--- src/rtl/param_seq_divider_if.sv ---
// Operand/result bundle for param_seq_divider: run/rdy start-and-result handshake plus busy and divide-by-zero status.
// master drives operands and run; slave (the divider) returns registered results.
interface param_seq_divider_if #(
    parameter int WIDTH = 32
);
    logic             run;
    logic             signed_mode;
    logic [WIDTH-1:0] dividend;
    logic [WIDTH-1:0] divisor;
    logic [WIDTH-1:0] quotient;
    logic [WIDTH-1:0] remainder;
    logic             rdy;
    logic             busy;
    logic             div_by_zero;

    modport master (
        output run, signed_mode, dividend, divisor,
        input  quotient, remainder, rdy, busy, div_by_zero
    );

    modport slave (
        input  run, signed_mode, dividend, divisor,
        output quotient, remainder, rdy, busy, div_by_zero
    );
endinterface

--- src/rtl/param_seq_divider.sv ---
// Restoring sequential divider, one quotient bit per cycle; WIDTH+1 cycles accept-to-rdy (1 for divide-by-zero).
// No backpressure: run is accepted only in IDLE, ignored while busy; results hold until the next op completes.
module param_seq_divider #(
    parameter int WIDTH     = 32,
    parameter bit SIGNED_EN = 1'b1
) (
    input  logic              clk,
    input  logic              rst_n,
    param_seq_divider_if.slave bus
);
    localparam int             CW   = $clog2(WIDTH);
    localparam logic [WIDTH-1:0] ONE  = WIDTH'(1);
    localparam logic [CW-1:0]    LAST = CW'(WIDTH - 1);
    localparam logic [CW-1:0]    CNT1 = CW'(1);

    typedef enum logic [1:0] {
        S_IDLE  = 2'd0,
        S_ITER  = 2'd1,
        S_FIXUP = 2'd2
    } state_t;

    function automatic logic [WIDTH-1:0] negate(input logic [WIDTH-1:0] x);
        return ~x + ONE;
    endfunction

    state_t           state_q, state_d;
    logic [WIDTH:0]   r_q, r_d;
    logic [WIDTH-1:0] q_q, q_d;
    logic [WIDTH-1:0] d_q, d_d;
    logic [CW-1:0]    cnt_q, cnt_d;
    logic             neg_n_q, neg_n_d;
    logic             neg_d_q, neg_d_d;
    logic             dbz_q, dbz_d;
    logic [WIDTH-1:0] quot_q, quot_d;
    logic [WIDTH-1:0] rem_q, rem_d;
    logic             rdy_q, rdy_d;
    logic             dz_out_q, dz_out_d;

    logic             sgn_in;
    logic             in_neg_n;
    logic             in_neg_d;
    logic [WIDTH+1:0] r_sh;
    logic [WIDTH+1:0] diff;

    assign sgn_in   = SIGNED_EN & bus.signed_mode;
    assign in_neg_n = sgn_in & bus.dividend[WIDTH-1];
    assign in_neg_d = sgn_in & bus.divisor[WIDTH-1];

    // R < D always holds between steps, so the shifted value fits in WIDTH+1 bits
    // and the extra top bit of diff is a reliable borrow/sign flag.
    assign r_sh = {r_q, q_q[WIDTH-1]};
    assign diff = r_sh - {2'b00, d_q};

    always_comb begin
        state_d  = state_q;
        r_d      = r_q;
        q_d      = q_q;
        d_d      = d_q;
        cnt_d    = cnt_q;
        neg_n_d  = neg_n_q;
        neg_d_d  = neg_d_q;
        dbz_d    = dbz_q;
        quot_d   = quot_q;
        rem_d    = rem_q;
        rdy_d    = rdy_q;
        dz_out_d = dz_out_q;

        case (state_q)
            S_IDLE: begin
                if (bus.run) begin
                    neg_n_d  = in_neg_n;
                    neg_d_d  = in_neg_d;
                    q_d      = in_neg_n ? negate(bus.dividend) : bus.dividend;
                    d_d      = in_neg_d ? negate(bus.divisor) : bus.divisor;
                    r_d      = '0;
                    cnt_d    = '0;
                    rdy_d    = 1'b0;
                    dz_out_d = 1'b0;
                    dbz_d    = (bus.divisor == '0);
                    state_d  = (bus.divisor == '0) ? S_FIXUP : S_ITER;
                end
            end

            S_ITER: begin
                if (diff[WIDTH+1]) begin
                    r_d = r_sh[WIDTH:0];
                end else begin
                    r_d = diff[WIDTH:0];
                end
                q_d   = {q_q[WIDTH-2:0], ~diff[WIDTH+1]};
                cnt_d = cnt_q + CNT1;
                if (cnt_q == LAST) begin
                    state_d = S_FIXUP;
                end
            end

            S_FIXUP: begin
                // On divide-by-zero Q still holds |dividend|; re-applying the sign recovers the original value.
                if (dbz_q) begin
                    quot_d = '1;
                    rem_d  = neg_n_q ? negate(q_q) : q_q;
                end else begin
                    quot_d = (neg_n_q ^ neg_d_q) ? negate(q_q) : q_q;
                    rem_d  = neg_n_q ? negate(r_q[WIDTH-1:0]) : r_q[WIDTH-1:0];
                end
                rdy_d    = 1'b1;
                dz_out_d = dbz_q;
                state_d  = S_IDLE;
            end

            default: begin
                state_d = S_IDLE;
            end
        endcase
    end

    always_ff @(posedge clk or negedge rst_n) begin
        if (!rst_n) begin
            state_q  <= S_IDLE;
            r_q      <= '0;
            q_q      <= '0;
            d_q      <= '0;
            cnt_q    <= '0;
            neg_n_q  <= 1'b0;
            neg_d_q  <= 1'b0;
            dbz_q    <= 1'b0;
            quot_q   <= '0;
            rem_q    <= '0;
            rdy_q    <= 1'b0;
            dz_out_q <= 1'b0;
        end else begin
            state_q  <= state_d;
            r_q      <= r_d;
            q_q      <= q_d;
            d_q      <= d_d;
            cnt_q    <= cnt_d;
            neg_n_q  <= neg_n_d;
            neg_d_q  <= neg_d_d;
            dbz_q    <= dbz_d;
            quot_q   <= quot_d;
            rem_q    <= rem_d;
            rdy_q    <= rdy_d;
            dz_out_q <= dz_out_d;
        end
    end

    assign bus.quotient    = quot_q;
    assign bus.remainder   = rem_q;
    assign bus.rdy         = rdy_q;
    assign bus.busy        = (state_q != S_IDLE);
    assign bus.div_by_zero = dz_out_q;

endmodule

--- src/flat_wrapper.sv ---
// flat-port wrapper written by rule: the top's interface ports become plain ports
module param_seq_divider_flat 
#(
    parameter int WIDTH     = 32,
    parameter bit SIGNED_EN = 1'b1
)
  (clk, rst_n, bus_run, bus_signed_mode, bus_dividend, bus_divisor, bus_quotient, bus_remainder, bus_rdy, bus_busy, bus_div_by_zero);
  param_seq_divider_if #(.WIDTH(WIDTH)) bus_i ();
  input  logic clk;
  input  logic rst_n;
  input wire logic [$bits(bus_i.run)-1:0] bus_run;
  input wire logic [$bits(bus_i.signed_mode)-1:0] bus_signed_mode;
  input wire logic [$bits(bus_i.dividend)-1:0] bus_dividend;
  input wire logic [$bits(bus_i.divisor)-1:0] bus_divisor;
  output wire logic [$bits(bus_i.quotient)-1:0] bus_quotient;
  output wire logic [$bits(bus_i.remainder)-1:0] bus_remainder;
  output wire logic [$bits(bus_i.rdy)-1:0] bus_rdy;
  output wire logic [$bits(bus_i.busy)-1:0] bus_busy;
  output wire logic [$bits(bus_i.div_by_zero)-1:0] bus_div_by_zero;
  assign bus_i.run = bus_run;
  assign bus_i.signed_mode = bus_signed_mode;
  assign bus_i.dividend = bus_dividend;
  assign bus_i.divisor = bus_divisor;
  assign bus_quotient = bus_i.quotient;
  assign bus_remainder = bus_i.remainder;
  assign bus_rdy = bus_i.rdy;
  assign bus_busy = bus_i.busy;
  assign bus_div_by_zero = bus_i.div_by_zero;
  param_seq_divider #(.WIDTH(WIDTH), .SIGNED_EN(SIGNED_EN)) u_core (.clk(clk), .rst_n(rst_n), .bus(bus_i));
endmodule
--- config.mk ---
export PLATFORM = sky130hd
export DESIGN_NAME = param_seq_divider_flat
export DESIGN_NICKNAME = d
export VERILOG_FILES = /design/src/rtl/param_seq_divider_if.sv /design/src/rtl/param_seq_divider.sv /design/src/flat_wrapper.sv
export SDC_FILE = /design/constraint.sdc
export NUM_CORES = 1
export LEC_CHECK = 0
export BUFFER_PORTS_ARGS = -buffer_cell sky130_fd_sc_hd__buf_2
export CAP_MARGIN = 10
export CORE_MARGIN = 2
export CORE_UTILIZATION = 55
export DETAILED_ROUTE_END_ITERATION = 10
export PLACE_DENSITY = 0.8
export SETUP_SLACK_MARGIN = 0.1
export SLEW_MARGIN = 20
export SYNTH_ARGS = -nofsm -noshare
export SYNTH_HDL_FRONTEND = slang
export SYNTH_SLANG_ARGS = --single-unit
--- constraint.sdc ---
create_clock -name clk -period 7.3 [get_ports clk]
set_clock_uncertainty 0.15 [all_clocks]
set_input_delay 1.46 -clock clk [delete_from_list [all_inputs] [get_ports clk]]
set_output_delay 1.46 -clock clk [all_outputs]
set_load 0.02 [all_outputs]
After elaboration in Yosys (flattened, before gate mapping)
Index checks and enable logic that the tools add are counted.

storage, ports and cells
  flip-flop bits (word level) = 173
  bits of input ports = 68
  output and inout port bits = 67
  logic and storage cells = 61

cells by class
  add/sub/neg operators = 6
  equality and inequality tests = 5
  muxes and demuxes = 21
  bitwise logic cells = 8
  reduce and logical (&&, ||, !) cells = 9

operators by type and width
  cell                                                                     number
  32-bit 2-to-1 mux                                                        8
  32-bit by 1-bit adder with 32-bit output, second input constant          4
  32-bit inverter                                                          4
  33-bit 2-to-1 mux                                                        2
  33-bit case mux with 2 select lines                                      1
  32-bit case mux with 2 select lines                                      1
  34-bit by 32-bit subtractor with 34-bit output                           1
  32-bit zero test                                                         1
  5-bit case mux with 2 select lines                                       1
  2-bit AND reduction                                                      4
  2-bit 2-to-1 mux                                                         3
  2-bit nonzero test                                                       3
  5-bit by 1-bit adder with 5-bit output, second input constant            1
  5-bit equality test, second input constant                               1
  5-bit 2-to-1 mux                                                         1
  1-bit case mux with 2 select lines                                       2
  2-bit case mux with 2 select lines                                       1
  1-bit bitwise AND                                                        2
  2-bit by 1-bit equality test with 1-bit output, second input constant    1
  2-bit equality test, second input constant                               1
  2-bit zero test                                                          1
  2-bit by 1-bit inequality test with 1-bit output, second input constant  1
  2-bit inequality test, second input constant                             1
  1-bit 2-to-1 mux                                                         1
  other kinds (2)                                                          2

Depth between registers and ports, before layout
  depth in word-level cells = 5
  gate-level depth with buffers = 13
  mapped depth without buffers = 13

Least setup slack after synthesis
No wires, ideal clock.

  kind = input port to flip-flop
  from = input port bus_dividend[8]
  to = register u_core.q_q[29]
  setup time = 0.130 ns
  arrival time = 3.611 ns
  data required time = 7.020 ns
  slack = 3.409 ns
  stages on the path = 8
  path buffers = 0
  path through = or4_4 or3_4 or4_4 nor3_4 nand3b_2 o41ai_4 xor2_1 o21ai_1

on the way
  cells in the longest elaborated chain, start to end = 5

ends and longest elaborated chain
  element                                   RTL line                  source
  start, declared                           flat_wrapper.sv:13        input wire logic [$bits(bus_i.dividend)-1:0] bus_dividend;
  32-bit inverter                           param_seq_divider.sv:23   return ~x + ONE;
  32-bit by 1-bit adder with 32-bit output  param_seq_divider.sv:23
  32-bit 2-to-1 mux                         param_seq_divider.sv:73   q_d = in_neg_n ? negate(bus.dividend) : bus.dividend;
  32-bit 2-to-1 mux                         param_seq_divider.sv:70   if (bus.run) begin
  32-bit case mux with 2 select lines       param_seq_divider.sv:68   case (state_q)
  end signal, assigned                      param_seq_divider.sv:134  q_q <= q_d;
  end, declared                             param_seq_divider.sv:28   logic [WIDTH-1:0] q_q, q_d;

No other way between the ends. The select of a mux whose other input is x is not followed.
A chain may end at the register's enable or synchronous reset.

Worst setup path in the final report
  from = register u_core.q_q[31]
  to = register u_core.r_q[32]

on the way
  cells in the longest elaborated chain, start to end = 3

ends and longest elaborated chain
  element                                         RTL line                  source
  34-bit by 32-bit subtractor with 34-bit output  param_seq_divider.sv:52   assign diff = r_sh - {2'b00, d_q};
  33-bit 2-to-1 mux                               param_seq_divider.sv:85   if (diff[WIDTH+1]) begin
  33-bit case mux with 2 select lines             param_seq_divider.sv:68
  end signal, assigned                            param_seq_divider.sv:133  r_q <= r_d;
  end, declared                                   param_seq_divider.sv:27   logic [WIDTH:0] r_q, r_d;

No other way between the ends.

==> summary.txt <==
Run status
  – Status: complete, no violations

Critical path
  – Worst Path Max Fanout: 5
  – Reg2Reg Depth: 13
  – Top cell family by delay on the critical path: compound AO/OA/AOI/OAI gates
  – Crit start category: flop
  – Crit-path slowest cell: a21oi_1
  – Total stage count of the critical path: 13
  – Critical path's largest stage delay: between 400 and 500 ps
  – Crit path arrival time: about 4300 ps
  – Setup Crit Path Kind: flop to flop
  – Kind of end point of the critical path: flop
  – Critical path buffers and inverters: 2
  – Worst EP required: 7500 ps
  – Critical Path, Cell by Cell: inv_1, ha_1, inv_1, fa_1, a21oi_1, o21ai_1, a211oi_2, a41oi_1, a21oi_1, o41a_1, o221ai_1, or4_1, a31oi_1

Synth
  – Syn Inst Count: between 1000 and 1500
  – Yosys reg bits: about 170
  – Seq/Total Area, Yosys: between 30% and 40%
  – Post-synthesis compound-gate area fraction: 21.1%
  – Largest family of logic cells by synthesized area: compound AO/OA/AOI/OAI gates
  – Post-synth EDFFs: 0
  – Post-synth top area cell: dfrtp_1
  – Unique masters post-synth: 65
  – Area share of the largest cell type after synthesis: ~37%
  – Syn_nets: 1532
  – XOR/XNOR Fraction of Synth Area: between 10% and 20%
  – Post-synthesis async set-or-reset flop share: 100%
  – Most used DFF post-synth: dfrtp_1
  – Post-synthesis mux area share: 3.00%
  – Synthesized cell area: 11900 µm²
  – Syn avg cell area: around 8.3 µm²
  – Largest cells by area after synthesis: dfrtp_1 37%, xor2_1 7.4%, xnor2_1 5.8%
  – Simple-gate share of the synthesized area: about 17%
  – Adder-cell share of the synthesized area: 4.18%
  – Syn. warnings: 0

CTS
  – Max Buffers Root-to-Sink: 2
  – Clock Sinks: 173
  – Total CTS buffers: 17
  – Reg clk slew, reported paths: approximately 70 ps
  – Root buf cell: clkbuf_16
  – CTS Hold Bufs: 0
  – Post_cts resized: 0
  – CTS HTree Levels: 4
  – Clock Latency Late Sink: around 430 ps
  – Post-CTS Setup Inserts: 0
  – CTS tree: built

Global routing
  – Initial antenna violation count: 0
  – Total Routing Usage GR: 27.0%
  – Vias in the first global route: roughly 9900
  – Largest net degree at the start of global routing: 72
  – Grt ovf: 0
  – First-pass GRT wire length: just under 50000 µm

Finish
  – Multi-input logic area: ~7000 µm²
  – Fin cells: 1784
  – Post-route cell area: about 13000 µm²
  – Ant diodes: 0
  – Nets@finish: approximately 1600
  – Storage element area: around 4300 µm²
  – Fillers: 1777
  – Area Overhead vs Synth: 11.8%
  – Fin util: 62.9%
  – Layout cells sized above 1: about 14%

Die
  – Die Area: about 23000 µm²
  – Starting Density: around 56%
  – Num ports: approximately 140
  – Rows: 53
  – Die span in y: approximately 150 µm
  – Core area: 21100 µm²
  – Die X: 151 µm

STA
  – Peak Freq: about 0.25 GHz
  – Final Hold Viols: 0
  – Setup violators final: 0
  – Fin. max-slew vios: 0
  – Final setup TNS: 0 ps
  – Final Cycle Share: 55.6%
  – RSZ-0062 raised after global routing: false
  – Tmin final: ~4100 ps
  – Relative slew slack: ~30%
  – Measured slew at the worst slew-check pin: ~1100 ps
  – WHS: between 300 and 400 ps

Route
  – Drt pass-1 iters: 6
  – Iter 0 DRT Violations: 760
  – Via count: ~11000
  – WL final: 30200 µm
  – Remaining antenna violation count after routing: 0
  – DR vias/cell: slightly below 6
  – Avg WL per Cell: 16.9 µm
  – DRC violation count after routing: 0

Place
  – Post-DP HPWL: around 21000 µm
  – Placed cells: between 1500 and 2000
  – GPL Wtd Cong: a little over 0.9
  – Buffers on Ports: 134
  – Placed cell areas: 12600 µm²

Hold path
  – Hold Path Depth: 2
  – Worst Hold Class: flop to flop

Flow run
  – Max_cap viols: 0

Power and ir drop
  – PwrDens: roughly 500 nW/µm²
  – Max VDD drop: roughly 220 µV
  – P_leak: between 5 and 6 nW
==> per-stage QoR <==
stage | setup slack, ps | total power, mW
after detailed placement | 3120 | 5.72
after global placement | 3150 | 5.61
after CTS | 3350 | 6.71
final | 3240 | 6.75
after floorplan | 3410 | 4.83
after global routing | 3060 | 7.30
==> Yosys cell counts, types with 3 or more instances <==
| cell type | count |
|---|---|
| a21boi_0 | 5 |
| a21o_1 | 10 |
| a21oi_1 | 101 |
| a22oi_1 | 32 |
| a31oi_1 | 4 |
| and2_1 | 7 |
| and3_1 | 5 |
| buf_1 | 12 |
| buf_2 | 9 |
| clkbuf_1 | 71 |
| dfrtp_1 | 173 |
| ha_1 | 38 |
| inv_1 | 56 |
| mux2i_1 | 31 |
| nand2_1 | 178 |
| nand2b_1 | 9 |
| nand3_1 | 45 |
| nand3b_1 | 3 |
| nand4_1 | 10 |
| nor2_1 | 93 |
| nor2b_1 | 7 |
| nor3_1 | 20 |
| nor3_2 | 3 |
| nor4_1 | 10 |
| nor4_2 | 3 |
| o21ai_0 | 120 |
| o21ai_1 | 68 |
| o21bai_1 | 6 |
| o221ai_1 | 6 |
| o22ai_1 | 3 |
| o31ai_1 | 38 |
| o41ai_1 | 8 |
| or2_1 | 3 |
| or3_1 | 14 |
| or4_1 | 10 |
| or4_4 | 3 |
| xnor2_1 | 78 |
| xor2_1 | 100 |
==> final cells by class <==
type | instances | share of cell area (%)
Sequential cell | 173 | 32.7
Timing Repair Buffer | 144 | 5.67
Inverter | 56 | 1.59
Tap cell | 275 | 2.60
Clock inverter | 13 | 1.26
Clock buffer | 19 | 3.34
Multi-Input combinational cell | 1104 | 52.9
==> flip-flops by register name, indices dropped and copies added (netlist names) <==
signal                  flops
u_core.bus.div_by_zero      1
u_core.bus.quotient        32
u_core.bus.rdy              1
u_core.bus.remainder       32
u_core.cnt_q                5
u_core.d_q                 32
u_core.dbz_q                1
u_core.neg_d_q              1
u_core.neg_n_q              1
u_core.q_q                 32
u_core.r_q                 33
u_core.state_q              2
==> layout by cell type, fill, tap and decap left out, types with 4 or more instances in the layout <==
| cell | n |
|---|---|
| nand2_1 | 177 |
| dfrtp_1 | 172 |
| buf_2 | 133 |
| o21ai_0 | 120 |
| a21oi_1 | 101 |
| xor2_1 | 99 |
| nor2_1 | 91 |
| xnor2_1 | 78 |
| o21ai_1 | 68 |
| inv_1 | 56 |
| nand3_1 | 45 |
| o31ai_1 | 38 |
| ha_1 | 38 |
| a22oi_1 | 32 |
| mux2i_1 | 31 |
| nor3_1 | 20 |
| clkbuf_16 | 17 |
| or3_1 | 14 |
| nor4_1 | 10 |
| or4_1 | 10 |
| nand4_1 | 10 |
| a21o_1 | 10 |
| buf_4 | 10 |
| o41ai_1 | 8 |
| nand2b_1 | 7 |
| and2_1 | 7 |
| o221ai_1 | 6 |
| o21bai_1 | 6 |
| and3_1 | 5 |
| nor2b_1 | 5 |
| a21boi_0 | 5 |
| a31oi_1 | 4 |
==> worst reg2reg max path, stage by stage, from the launching register on <==
cell and delay, ps:
dfrtp_1 380, inv_1 250, ha_1 230, inv_1 60, fa_1 410, a21oi_1 220
o21ai_1 150, a211oi_2 390, a41oi_1 260, a21oi_1 470, o41a_1 270, o221ai_1 170
or4_1 410, a31oi_1 160
==> cells by family after synthesis <==
group / count (synthesis)
AO/OA/AOI/OAI: 420
flip-flops: 173
buffers and inverters: 148
adder cells (fa/ha/maj): 39
AND/OR/NAND/NOR: 432
XOR/XNOR: 179
multiplexers: 34
==> layer usage <==
metal / global-route usage, % / up-vias / share of wire, %
li1: - / 5125 / -
met1: 35.9 / 5066 / 44
met2: 45.1 / 327 / 49
met3: 3.83 / 77 / 4.6
met4: 9.72 / 0 / 3.0
met5: 0 / - / 0
==> path summary, 6_finish.rpt <==
check / startpoint / to / slack (ps)
worst min register to register: u_core.bus.remainder[10] / u_core.bus.remainder[10] / 330
worst max-delay path: u_core.q_q[31] / u_core.r_q[32] / 3240
worst max register to register: u_core.q_q[31] / u_core.r_q[32] / 3240
max in group asynchronous: rst_n / u_core.neg_d_q / 4920
min in group asynchronous: rst_n / u_core.bus.quotient[12] / 890
worst min-delay path: u_core.bus.remainder[10] / u_core.bus.remainder[10] / 330
==> power by group <==
part	leakage (nW)	internal, mW	switching (mW)	total [mW]
sequential	2.22	1.33	0.538	1.87
combinational	3.37	1.68	2.26	3.94
clock	0.290	0.550	0.398	0.948
Note: power is estimated with default switching activity, not from simulation.
